--- config.mk ---
export PLATFORM = sky130hd
export DESIGN_NAME = cb_dff_pipe
export DESIGN_NICKNAME = d
export VERILOG_FILES = /design/src/rtl/cb_pkg.sv /design/src/rtl/cb_dff_stage.sv /design/src/rtl/cb_dff_pipe.sv
export SDC_FILE = /design/constraint.sdc
export NUM_CORES = 1
export LEC_CHECK = 0
export ABC_CLOCK_PERIOD_IN_PS = 800
export CAP_MARGIN = 20
export CORE_MARGIN = 3
export CORE_UTILIZATION = 50
export CTS_CLUSTER_SIZE = 14
export DETAILED_ROUTE_END_ITERATION = 7
export GPL_TIMING_DRIVEN = 0
export MAX_ROUTING_LAYER = met4
export PLACE_DENSITY = 0.75
export SYNTH_ARGS = -nofsm -noshare
export SYNTH_HDL_FRONTEND = slang
export SYNTH_SLANG_ARGS = --single-unit
--- constraint.sdc ---
create_clock -name clk -period 0.8 [get_ports clk]
set_input_delay 0.24 -clock clk [delete_from_list [all_inputs] [get_ports clk]]
set_output_delay 0.24 -clock clk [all_outputs]
set_load 0.02 [all_outputs]
--- src/rtl/cb_pkg.sv ---
// Shared constants and helpers for the cb_* register-pipeline blocks.
// Supplies the default word width and a constant-evaluable ceil(log2) helper.
package cb_pkg;

  localparam int CB_DEFAULT_WIDTH = 8;

  // Smallest r with 2**r >= value; usable in parameter/port-width context.
  function automatic int cb_clog2(input int value);
    int r;
    r = 0;
    while ((1 << r) < value) begin
      r = r + 1;
    end
    return r;
  endfunction

endpackage

--- src/rtl/cb_dff_stage.sv ---
// One enable/clear register stage carrying a valid bit and a WIDTH-bit word.
// Data loads only when load=1 so the parent can gate it on the incoming valid.
module cb_dff_stage #(
  parameter int               WIDTH   = 8,
  parameter logic [WIDTH-1:0] RST_VAL = '0
) (
  input  logic             clk,
  input  logic             rst,
  input  logic             en,
  input  logic             clr,
  input  logic             load,
  input  logic             d_valid,
  input  logic [WIDTH-1:0] d_data,
  output logic             q_valid,
  output logic [WIDTH-1:0] q_data
);

  logic             valid_reg;
  logic [WIDTH-1:0] data_reg;

  always_ff @(posedge clk or negedge rst) begin
    if (!rst) begin
      valid_reg <= 1'b0;
      data_reg  <= RST_VAL;
    end else if (clr) begin
      valid_reg <= 1'b0;
      data_reg  <= RST_VAL;
    end else if (en) begin
      valid_reg <= d_valid;
      if (load) begin
        data_reg <= d_data;
      end
    end
  end

  assign q_valid = valid_reg;
  assign q_data  = data_reg;

endmodule

--- src/rtl/cb_dff_pipe.sv ---
// DEPTH-stage valid/data delay pipeline with global stall, sync flush and async reset.
// Define CB_DFF_PIPE_OCC_EN to add the 'occ' output counting valid stages.
module cb_dff_pipe
  import cb_pkg::*;
#(
  parameter int               WIDTH     = CB_DEFAULT_WIDTH,
  parameter int               DEPTH     = 3,
  parameter logic [WIDTH-1:0] RST_VAL   = '0,
  parameter int               GATE_DATA = 0
) (
  input  logic                             clk,
  input  logic                             rst,
  input  logic                             en,
  input  logic                             clr,
  input  logic                             in_valid,
  input  logic [WIDTH-1:0]                 in_data,
`ifdef CB_DFF_PIPE_OCC_EN
  output logic [cb_clog2(DEPTH+1)-1:0]     occ,
`endif
  output logic                             out_valid,
  output logic [WIDTH-1:0]                 out_data
);

  // Link gi feeds stage gi; link DEPTH is the pipeline output.
  logic             valid_link [DEPTH+1];
  logic [WIDTH-1:0] data_link  [DEPTH+1];

  assign valid_link[0] = in_valid;
  assign data_link[0]  = in_data;

  generate
    for (genvar gi = 0; gi < DEPTH; gi++) begin : g_stage
      logic load;
      assign load = (GATE_DATA != 0) ? valid_link[gi] : 1'b1;

      cb_dff_stage #(
        .WIDTH   (WIDTH),
        .RST_VAL (RST_VAL)
      ) u_stage (
        .clk     (clk),
        .rst     (rst),
        .en      (en),
        .clr     (clr),
        .load    (load),
        .d_valid (valid_link[gi]),
        .d_data  (data_link[gi]),
        .q_valid (valid_link[gi+1]),
        .q_data  (data_link[gi+1])
      );
    end
  endgenerate

  assign out_valid = valid_link[DEPTH];
  assign out_data  = data_link[DEPTH];

`ifdef CB_DFF_PIPE_OCC_EN
  localparam int OCC_W = cb_clog2(DEPTH+1);

  logic [OCC_W-1:0] occ_reg;

  // Word enters while one leaves on the same edge: net change is in - out.
  always_ff @(posedge clk or negedge rst) begin
    if (!rst) begin
      occ_reg <= '0;
    end else if (clr) begin
      occ_reg <= '0;
    end else if (en) begin
      occ_reg <= occ_reg + OCC_W'(in_valid) - OCC_W'(valid_link[DEPTH]);
    end
  end

  assign occ = occ_reg;
`endif

endmodule

==> results by group <==
Status
  • Run status: complete, but fails checks
  • Failing checks: hold timing, setup timing

Drt
  • Final WL: a little under 2000 um
  • DRC viols: 0
  • Number of DRC markers in iteration 0: 0
  • Overall via count from detail_route: 703
  • Vias per inst: roughly 4.9
  • Post-route ant nets: 0
  • Pre-antenna DRT Iters: 1
  • Wire per inst: 13.6 um

Pwr
  • Pwr dens: between 1500 and 2000 mW/mm^2
  • Peak VDD IR: 1180 uV
  • Leak pwr: a little under 0.0008 uW
  • Tot Pwr: 2320 uW

Yosys
  • Main flop type after synthesis: dfrtp_1
  • Yosys top cell by area: dfrtp_1
  • Yosys top cell area share: 0.576
  • Synth warn: 0
  • Cell area after synthesis: 0.00117 mm^2
  • Post-synth top cells: dfrtp_1, mux2i_1, nor2_1
  • #FFs+latches synth: 27
  • Syn_nets: approximately 110
  • Library cells used by synthesis: 8
  • Area contributors post-synth: dfrtp_1, mux2i_1, nor2_1
  • Cells after synthesis: 95
  • Avg Cell Area, Syn: 12.4 um^2
  • Async SR Flop Fraction: 1.00
  • Post-synth EDFFs: 0
  • Register area share after synthesis: 0.576

Die
  • I/O pin total: 22
  • Chip width: approximately 54 um
  • Initial Util: 0.564
  • Die Footprint: roughly 0.0030 mm^2
  • Placeable core area: around 0.0021 mm^2
  • Vert. Die Dim: ~54 um
  • FP Rows: 16

Critical path
  • Worst path bufs/invs: 2
  • Number of cells on the critical path: 2
  • FF-to-FF End: g_stage[2].u_stage.q_data[4]
  • Reg2reg setup slack: -0.02 ns
  • Worst path most repeated cell: buf_6
  • Worst Path Class, Setup: reg -> out
  • Reg2reg start: g_stage[2].u_stage.q_data[4]
  • Worst path required time: 0.56 ns
  • CP delay by family, top: flip-flops
  • Crit-path cells: buf_6 > buf_6
  • Reg2Reg Depth: 3
  • Critical path launch point type: flop
  • CP Data Arrival Time: between 0.9 and 1 ns
  • Worst Setup EP: out_data[6]
  • CP peak stage delay: 0.43 ns
  • Crit path from: g_stage[2].u_stage.q_data[6]
  • Crit. End Element: output pin
  • CP max stage cell: dfrtp_1
  • Critical Path Fanout Max: 2

GRT
  • First-pass GRT wire length: between 3000 and 4000 um
  • GRT Max-Usage Layer: met2
  • Met3 Track Usage GR: 0.0245
  • Grt met2 use: 0.279
  • GRT Total Usage: 0.165
  • Gr ovfl total: 0
  • Largest net degree at the start of global routing: 17
  • Initial antenna violation count: 0
  • M1 GR Usage: 0.198
  • Via count of the first global-routing pass: 718

Final layout
  • Layout area overhead: 25.4%
  • Number of diodes: 0
  • Layout cells sized above 1: 0.222
  • Final nets: roughly 130
  • Final instance area: 0.00147 mm^2
  • Fin util: 0.707

Min path
  • Hold Crit Class: in -> async

Job
  • Max-cap violations: 0

Clock network
  • TritonCTS Buffers: 3
  • Clock Sinks: 27
  • Worst-Skew Late Latency: ~0.32 ns
  • CTS HTree Levels: 1
  • CTS tree: built
  • Clock transition at path regs: roughly 0.15 ns
  • Clock tree buffer depth: 2
  • CTS root buf: clkbuf_4
  • Cts-stage hold buffer count: 0

Timing
  • FMAX: a little over 0.8 GHz
  • Clock skew: around 0.012 ns
  • Hold Slack: -0.0994 ns
  • Rel. slew slack: 0.575
  • Setup WS post-layout: -0.429 ns
  • Endpoints failing setup: 13
  • RSZ-0062 raised after global routing: true
  • Fin. Hold Viols: 11
  • Slew @ Worst Pin: 0.637 ns
  • Ratio of final minimum period to clock period: 1.54
  • Max Slew Vio Count: 0
  • Tmin final: between 1 and 1.5 ns

Placed design
  • Final GP Congestion: slightly above 0.7
  • IO Port Bufs: 19
  • Placed Area: roughly 0.0014 mm^2
worst reg2reg max path, cell delays in order, from the launching register on:
cell and delay (ns):
dfrtp_1 0.42, buf_4 0.13, mux2i_1 0.11, nor2_1 0.06
sequential cells by signal (all words and copies together) (netlist names):
signal                   flops
g_stage.u_stage.q_data      24
g_stage.u_stage.q_valid      3
cell families after synthesis:
| family | Yosys count | share of synthesized area |
|---|---|---|
| muxes | 27 | 0.230 |
| DFF | 27 | 0.576 |
| and+or+nand+nor | 27 | 0.0864 |
| buffers and inverters | 14 | 0.108 |
per-stage QoR:
stage	cells	setup TNS [ns]	hold WS, ns	setup WS, ns
2_1_floorplan	95	-0.388	-0.0556	-0.0194
3_3_place_gp	141	-29.07	0.500	-0.838
3_5_place_dp	142	-15.46	0.507	-0.470
4_1_cts	143	-3.12	0.186	-0.423
5_1_grt	144	-3.63	-0.0877	-0.476
6_report	144	-3.04	-0.0994	-0.429
power by group:
part           leakage, uW  switching [uW]  internal (uW)
clock            0.0000177             385            187
combinational     0.000392             141            171
sequential        0.000368            26.9           1410
total             0.000778             553           1770
placed cells by master, fill, tap and decap left out:
master | synthesis | layout
clkinv_2 | 0 | 1
clkbuf_2 | 1 | 1
dlymetal6s2s_1 | 0 | 1
buf_4 | 8 | 3
mux2i_1 | 27 | 27
buf_6 | 1 | 12
clkdlybuf4s50_1 | 0 | 9
clkbuf_4 | 0 | 3
nor2_1 | 27 | 27
buf_2 | 2 | 2
buf_16 | 0 | 1
buf_12 | 2 | 3
dfrtp_1 | 27 | 27
area by class of cell:
class	instances	area, um^2
clock buffer	3	22.5
tap	27	33.8
buffer	8	97.6
fill	158	611
timing repair buffer	24	265
multi-input combinational	54	372
clock inverter	1	5.00
sequential	27	676
worst min-delay path by stage:
stage,from,to,slack (ns),cells past startpoint
floorplan,rst,g_stage[0].u_stage.q_data[0],-0.06,0
global placement,g_stage[0].u_stage.q_data[7],g_stage[1].u_stage.q_data[7],0.50,2
detailed placement,g_stage[1].u_stage.q_data[6],g_stage[2].u_stage.q_data[6],0.51,2
CTS,clr,g_stage[1].u_stage.q_data[2],0.19,2
global route,rst,g_stage[0].u_stage.q_data[6],-0.09,1
finish,rst,g_stage[0].u_stage.q_data[6],-0.1,1
what timing repair did:
| action | CTS | global route |
|---|---|---|
| endpoints found under the setup margin | 9 | 28 |
| buffers inserted | 3 | 3 |
| endpoints found under the hold margin | 0 | 11 |
| resized for setup | 56 | 2 |
| pin swaps | 0 | 2 |
per-layer routing:
metal,part of all wire,vias to the layer above
li1,-,347
met1,0.46,343
met2,0.50,11
met3,0.025,2
met4,0.0061,0
met5,0,-
(Power assumes the default switching activity.)
